### config.mk
export PLATFORM = sky130hd
export DESIGN_NAME = vload256
export DESIGN_NICKNAME = d
export VERILOG_FILES = /design/src/rtl/vload256.sv
export SDC_FILE = /design/constraint.sdc
export NUM_CORES = 1
export LEC_CHECK = 0
export ABC_CLOCK_PERIOD_IN_PS = 2800
export CAP_MARGIN = 30
export CORE_UTILIZATION = 47
export CTS_CLUSTER_DIAMETER = 60
export DETAILED_ROUTE_END_ITERATION = 10
export GPL_TIMING_DRIVEN = 0
export PLACE_DENSITY = 0.89
export SYNTH_ARGS = -nofsm -noshare
export SYNTH_HDL_FRONTEND = slang
export SYNTH_SLANG_ARGS = --single-unit
### constraint.sdc
create_clock -name clk_i -period 2.8 [get_ports clk_i]
set_input_delay 0.56 -clock clk_i [delete_from_list [all_inputs] [get_ports clk_i]]
set_output_delay 0.56 -clock clk_i [all_outputs]
set_load 0.05 [all_outputs]
### src/rtl/vload256.sv
// vload256 -- vector load sequencer for the 256-bit register file.
// A START command fetches eight consecutive 32-bit words, with one memory
// request outstanding at a time. The words are packed into little-endian
// lanes (the word at base+4k lands in lane k). The block then issues one
// write-back beat (WB/A3/WE).
// Optional feature: define VLOAD_RDEST_CHECK_EN to reject destination
// indices outside 0..5 with a one-cycle ERR pulse.
module vload256 #(
  parameter int ADDR_W = 32
) (
  input  logic              clk_i,
  input  logic              rst_ni,
  input  logic              start_i,
  input  logic [ADDR_W-1:0] base_i,
  input  logic [4:0]        rdest_i,
  output logic              busy_o,
  output logic              mem_req_o,
  output logic [ADDR_W-1:0] mem_addr_o,
  input  logic              mem_gnt_i,
  input  logic              mem_rvalid_i,
  input  logic [31:0]       mem_rdata_i,
  output logic [255:0]      wb_o,
  output logic [4:0]        a3_o,
  output logic              we_o,
  output logic              err_o
);

  typedef enum logic [1:0] {
    S_IDLE,
    S_REQ,
    S_WAIT,
    S_WRITE
  } state_e;

  state_e              state_q;
  logic [2:0]          k_q;
  logic [ADDR_W-1:0]   addr_q;
  logic [255:0]        wb_q;
  logic [4:0]          a3_q;
  logic                busy_q;
  logic                mem_req_q;
  logic                we_q;
  logic                err_q;

  logic                reject_d;
  logic                accept_d;
  logic [ADDR_W-1:0]   addr_inc_d;

`ifdef VLOAD_RDEST_CHECK_EN
  // The register file only implements indices 0..5.
  function automatic logic rdest_bad(input logic [4:0] r);
    return (r[4:3] != 2'b00) || (r[2:0] >= 3'd6);
  endfunction

  assign reject_d = start_i && rdest_bad(rdest_i);
`else
  assign reject_d = 1'b0;
`endif

  assign accept_d   = start_i && !reject_d;
  // The address advances by one word and wraps modulo 2^ADDR_W.
  assign addr_inc_d = addr_q + ADDR_W'(4);

  // Sequencer FSM; every output is a register updated here.
  always_ff @(posedge clk_i or negedge rst_ni) begin
    if (!rst_ni) begin
      state_q   <= S_IDLE;
      k_q       <= 3'd0;
      addr_q    <= '0;
      wb_q      <= '0;
      a3_q      <= 5'd0;
      busy_q    <= 1'b0;
      mem_req_q <= 1'b0;
      we_q      <= 1'b0;
      err_q     <= 1'b0;
    end else begin
      we_q  <= 1'b0;
      // The reject pulse only comes from a START seen while idle.
      err_q <= (state_q == S_IDLE) && reject_d;
      unique case (state_q)
        S_IDLE: begin
          if (accept_d) begin
            // The low two address bits are ignored, so the first word is aligned.
            addr_q    <= base_i & ~ADDR_W'(3);
            a3_q      <= rdest_i;
            k_q       <= 3'd0;
            busy_q    <= 1'b1;
            mem_req_q <= 1'b1;
            state_q   <= S_REQ;
          end
        end
        S_REQ: begin
          // addr_q does not change here, so the address is stable until the grant.
          if (mem_gnt_i) begin
            mem_req_q <= 1'b0;
            state_q   <= S_WAIT;
          end
        end
        S_WAIT: begin
          if (mem_rvalid_i) begin
            wb_q[{k_q, 5'b00000} +: 32] <= mem_rdata_i;
            if (k_q == 3'd7) begin
              we_q    <= 1'b1;
              state_q <= S_WRITE;
            end else begin
              k_q       <= k_q + 3'd1;
              addr_q    <= addr_inc_d;
              mem_req_q <= 1'b1;
              state_q   <= S_REQ;
            end
          end
        end
        S_WRITE: begin
          busy_q  <= 1'b0;
          state_q <= S_IDLE;
        end
        default: begin
          busy_q    <= 1'b0;
          mem_req_q <= 1'b0;
          state_q   <= S_IDLE;
        end
      endcase
    end
  end

  assign busy_o     = busy_q;
  assign mem_req_o  = mem_req_q;
  assign mem_addr_o = addr_q;
  assign wb_o       = wb_q;
  assign a3_o       = a3_q;
  assign we_o       = we_q;
  assign err_o      = err_q;

endmodule

* Yosys cells after proc, flatten, opt, wreduce, memory -nomap -nowiden
Cells that the tools add are included.
** Word-level totals
- Output and inout bits :: 297
- Input bits :: 74
- Logic and storage cells :: 54
- Register bits after elaboration :: 301
** Operators by class
- Mux-type cells :: 23
- $add $sub $neg :: 3
- Eq/ne operators :: 8
- Shifts and indexed selects :: 2
- Reduce and logical (&&, ||, !) cells :: 10
** Operators by type and width (count)
- 256-bit bitwise mux :: 1
- 32-bit by 10-bit variable shift with 256-bit output (first input constant) :: 1
- 32-bit by 10-bit variable part select with 256-bit output :: 1
- 32-bit 2-to-1 mux :: 3
- 32-bit case mux with 2 select lines :: 1
- 32-bit by 3-bit adder with 32-bit output (second input constant) :: 1
- 8-bit negator with 10-bit output :: 1
- 3-bit 2-to-1 mux :: 3
- 2-bit 2-to-1 mux :: 4
- 2-bit inequality test (second input constant) :: 4
- 2-bit case mux with 4 select lines :: 1
- 1-bit 2-to-1 mux :: 7
- 3-bit case mux with 2 select lines :: 1
- 2-bit AND reduction :: 3
- 5-bit AND reduction :: 1
- 2-bit == test (second input constant) :: 2
- 4-bit AND reduction :: 1
- 2-bit nonzero test :: 2
- 3-bit by 1-bit adder with 3-bit output (second input constant) :: 1
- 3-bit == test (second input constant) :: 1
- 1-bit case mux with 3 select lines :: 1
- 3-bit AND reduction :: 1
- 3-bit nonzero test :: 1
- 2-bit by 1-bit == test with 1-bit output (second input constant) :: 1
- 2 further kinds :: 2

* Depth between registers and ports, before layout
- Word-level depth :: 4
- Gate-level depth with buffers :: 9

* Worst setup path before layout
OpenSTA, ideal clock, no wires.
- Path kind :: register -> register
- Start :: register k_q[0]
- End :: register wb_q[70], in the netlist wb_o[70]
- Slack :: 0.675 ns
- Library setup time :: 0.135 ns
- Data arrival time :: 1.991 ns
- Buffers on the path :: 2
- Clock period less this slack :: 2.125 ns
- Required time :: 2.665 ns
- Stages on the path, launching flop included :: 10
- Cell sequence :: dfrtp_1 inv_1 ha_1 ha_1 nor2b_1 clkbuf_1 nand4_1 clkbuf_1 nand2_1 o21ai_0
** On the way
- Cells in the longest elaborated chain, start to end :: 3
- Elaborated cells between the ends (all ways) :: 4
- Classes of those cells :: add/sub (1); shift (2); mux (1)
** RTL lines
- start, declared :: RTL line 36 : logic [2:0] k_q;
- start signal, assigned :: RTL line 106 : k_q <= k_q + 3'd1;
- 8-bit negator with 10-bit output * :: RTL line 101 : wb_q[{k_q, 5'b00000} +: 32] <= mem_rdata_i;
- 32-bit by 10-bit variable part select with 256-bit output or 32-bit by 10-bit variable shift with 256-bit output (tied branches) :: RTL line 101
- 256-bit bitwise mux * :: RTL line 101
- end signal, assigned by index :: RTL line 101
- end, declared :: RTL line 38 : logic [255:0] wb_q;
Every way passes the cells marked *; elsewhere a longest branch is shown, timed or not.
A chain may end at the register's enable or synchronous reset.

* Final worst setup path
- Start :: register k_q[0]
- End :: register wb_q[85], in the netlist wb_o[85]
The elaborated chain is that of the path after synthesis.

==> metrics.md <==
| Metric | Value |
|---|---|
| Status | `completed` |
| Clock tree from TritonCTS | `built` |
| Area share of the leading cell type in the synthesized netlist | `0.610` |
| Part of the power in registers | `0.345` |
| Flops & latches, synth | `299` |
| HPWL after detailed placement | `30.1 mm` |
| Reg2Reg Setup Slack | `130 ps` |
| Proportion of layout cells with a drive suffix above 1 | `0.0887` |
| Period utilisation layout | `0.953` |
| Number of global-route vias before repair | `11,724` |
| Placed insts | `1,931` |
| Sw frac | `0.378` |
| Number of distinct library cell variants in the gate-level netlist after synthesis | `52` |
| Hold buffers post-CTS | `0` |
| Placer's final routability congestion estimate | `0.923` |
| Drt first-iter violations | `1,194` |
| Area occupied by multi-input gates | `4410 µm²` |
| LEAKAGE | `7.52 nW` |
| Number of vias per cell | `5.79` |
| Num CTS Buffers | `34` |
| DRC Markers | `0` |
| Measured slew at the worst slew-check pin | `672 ps` |
| Top cells by area in the synthesized netlist | `sky130_fd_sc_hd__dfrtp_1 (61%), sky130_fd_sc_hd__nand2_1 (12%), sky130_fd_sc_hd__o21ai_0 (9.7%)` |
| P_sw | `0.00594 W` |
| Internal | `0.00980 W` |
| Worst min-delay path class | `input port to async pin` |
| Leading cell type by number of instances after synthesis | `sky130_fd_sc_hd__nand2_1` |
| Post-route minimum period | `2670 ps` |
| Count of mapped cells out of synthesis | `1,230` |
| Most used DFF post-synth | `sky130_fd_sc_hd__dfrtp_1` |
| Horiz. Die Dim | `164 µm` |
| Total core area | `25,400 µm²` |
| Post-synthesis cell area | `12,300 µm²` |
| Initial core utilization | `0.483` |
| Layout overhead on the synthesized area | `44.4%` |
| EDFF count, synth | `0` |
| Reg-to-reg startpoint | `k_q[0]` |
| Wire length of the first global-routing pass | `66.3 mm` |
| RSZ-0062 raised after global routing | `false` |
| Clk_lat worst skew | `500 ps` |
| Setup violations, final | `0` |
| Number of input and output port buffers inserted | `365` |
| Pin count of the biggest net entering global routing | `128` |
| Fin Clk Skew | `11.7 ps` |
| Die Area | `26,800 µm²` |
| Post-route non-filler standard cell count | `1,998` |
| Critical Path AT | `3090 ps` |
| Boundary pin count | `371` |
| Worst ir drop on vdd | `1.01 mV` |
| Cell type contributing the most total cell area after synthesis | `sky130_fd_sc_hd__dfrtp_1` |
| Antenna violations before repair | `0` |
| Kind of critical path | `register to register` |
| Routed wire length | `43.1 mm` |
| GR Util All Layers | `0.323` |
| FFs w/ async S/R, synth | `1.00` |
| Fill cells | `1,801` |
| Required time reported for the critical path endpoint | `3220 ps` |
| Via count | `11,562` |
| Ant diodes | `0` |
| Root buffer cell | `sky130_fd_sc_hd__clkbuf_16` |
| Power density over cell area | `889 nW/µm²` |
| Share of total power in the clock network | `0.302` |
| Number of core rows | `58` |
| Clock sink count | `299` |
| Smallest hold slack | `53.7 ps` |
| Achievable Freq | `375 MHz` |
| Number of hold-slack violations in the final timing report | `0` |
| Detail-routed net length per standard cell | `21.6 µm` |
| Net count reported at finish | `1,727` |
| Sort of element at the start of the critical path | `register` |
| Average footprint of a synthesized cell | `9.98 µm²` |
| YS warnings | `0` |
| Max Transition Viols Final | `0` |
| Crit path max fanout | `10` |
| Worst flop-to-flop path endpoint | `wb_o[85]` |
| Leading cell types by count after synthesis | `sky130_fd_sc_hd__nand2_1 (379), sky130_fd_sc_hd__dfrtp_1 (299), sky130_fd_sc_hd__o21ai_0 (238)` |
| Remaining global-route overflow | `0` |
| Sequential standard cell area | `7480 µm²` |
| Longest Clk Path Bufs | `3` |
| Worst setup EP type | `register` |
| Sequential share of the synthesized area | `0.610` |
| Max-cap check violation count | `0` |
| H-tree lvl count | `2` |
| Combinational Power Share | `0.353` |
| Vertical extent of the die | `164 µm` |
| Clock-pin slew on the worst setup and hold paths | `60 ps` |
| Count of TritonRoute iterations in the first routing pass | `5` |
| Antenna Nets Post-Route | `0` |
| Worst slew slack as a fraction of its limit | `0.552` |
| Cells on worst reg2reg path | `10` |
cell type report:
| type | count | area share |
|---|---|---|
| Tap cell | 330 | 0.0233 |
| Timing Repair Buffer | 378 | 0.214 |
| Multi-Input combinational cell | 842 | 0.249 |
| Buffer | 85 | 0.0225 |
| Sequential cell | 299 | 0.422 |
| Clock buffer | 48 | 0.0573 |
| Clock inverter | 11 | 0.0105 |
| Inverter | 5 | 0.00106 |
per-stage QoR:
stage / area, µm² / utilization / total power [W] / setup slack [ps] / TNS, ps
5_1_grt: 17700 / 0.697 / 0.0163 / 0.766 / 0
4_1_cts: 17700 / 0.697 / 0.0157 / 3.18 / 0
2_1_floorplan: 12300 / - / 0.00897 / 675 / 0
3_5_place_dp: 16400 / 0.646 / 0.0109 / -409 / -20440
6_report: 17700 / 0.697 / 0.0157 / 131 / 0
3_3_place_gp: 16300 / 0.643 / 0.0108 / -11280 / -3381700
routing by layer:
| metal | track usage | up-vias | wire [µm] |
|---|---|---|---|
| met1 | 0.391 | 5699 | 16100 |
| met3 | 0.0711 | 141 | 3850 |
| met2 | 0.550 | 711 | 21200 |
| met4 | 0.150 | 0 | 1960 |
| li1 | - | 5011 | - |
| met5 | 0 | - | 0 |
critical path, cell delays in order (launching register included):
cell and delay, ps:
sky130_fd_sc_hd__dfrtp_2 450, sky130_fd_sc_hd__inv_1 140, sky130_fd_sc_hd__ha_1 240, sky130_fd_sc_hd__ha_1 310, sky130_fd_sc_hd__nor2b_1 140, sky130_fd_sc_hd__clkbuf_1 180
sky130_fd_sc_hd__nand4_1 150, sky130_fd_sc_hd__buf_4 210, sky130_fd_sc_hd__clkbuf_1 490, sky130_fd_sc_hd__nand2_1 160, sky130_fd_sc_hd__o21ai_0 110
power groups by stage:
stage	clock network [W]	registers (W)	logic, W
after floorplan	0	0.00720	0.00176
after CTS	0.00478	0.00541	0.00554
after global placement	0	0.00545	0.00535
final	0.00475	0.00543	0.00556
after detailed placement	0	0.00546	0.00548
after global routing	0.00496	0.00550	0.00585
what timing repair did:
item,4_1_cts,5_1_grt
pin swaps,4,0
resized for setup,6,13
endpoints found under the setup margin,144,143
buffers inserted,9,0
registers in the layout, summed over array words and instances, names as in the netlist:
register    cells
wb_o          256
mem_addr_o     30
a3_o            5
k_q             3
state_q         2
busy_o          1
mem_req_o       1
we_o            1
cell families (layout without fill, tap and decap cells):
kind of cell | after synthesis | count (layout) | share of synthesized area
simple gates | 473 | 473 | 0.164
compound gates | 320 | 320 | 0.141
flops | 299 | 299 | 0.610
buf+inv | 91 | 527 | 0.0334
mux | 38 | 38 | 0.0440
fa+ha+maj | 8 | 8 | 0.00816
other cells | 1 | 3 | 0.000306
cells in the final DEF, fill, tap and decap left out, drive strengths merged, types with 2 or more instances in the layout:
| cell type | count |
|---|---|
| and3 | 6 |
| a31oi | 3 |
| and4 | 2 |
| a32oi | 2 |
| o31a | 3 |
| o22a | 3 |
| o22ai | 9 |
| a21oi | 28 |
| nor3 | 6 |
| conb | 3 |
| nand4 | 16 |
| dfrtp | 299 |
| bufinv | 5 |
| clkbuf | 111 |
| a311oi | 5 |
| nor2 | 18 |
| o21ai | 251 |
| inv | 6 |
| nor2b | 5 |
| clkdlybuf4s50 | 364 |
| nand3b | 2 |
| o21a | 3 |
| nand2 | 379 |
| ha | 8 |
| or3 | 3 |
| clkinv | 4 |
| a2bb2oi | 7 |
| nor4 | 2 |
| buf | 36 |
| nand3 | 23 |
| and2 | 3 |
| mux2 | 37 |
| nor3b | 2 |
| nand2b | 3 |
how the worst max path moves through the flow:
stage	startpoint	slack (ps)	depth (start not counted)	end
global route	k_q[0]	0.8	9	wb_o[140]
floorplan	k_q[0]	670	9	wb_o[70]
detailed placement	k_q[0]	-410	9	wb_o[206]
global placement	rst_ni	-11280	1	mem_addr_o[22]
CTS	k_q[0]	3	8	wb_o[114]
finish	k_q[0]	130	10	wb_o[85]
Note: power is estimated with default switching activity, not from simulation.
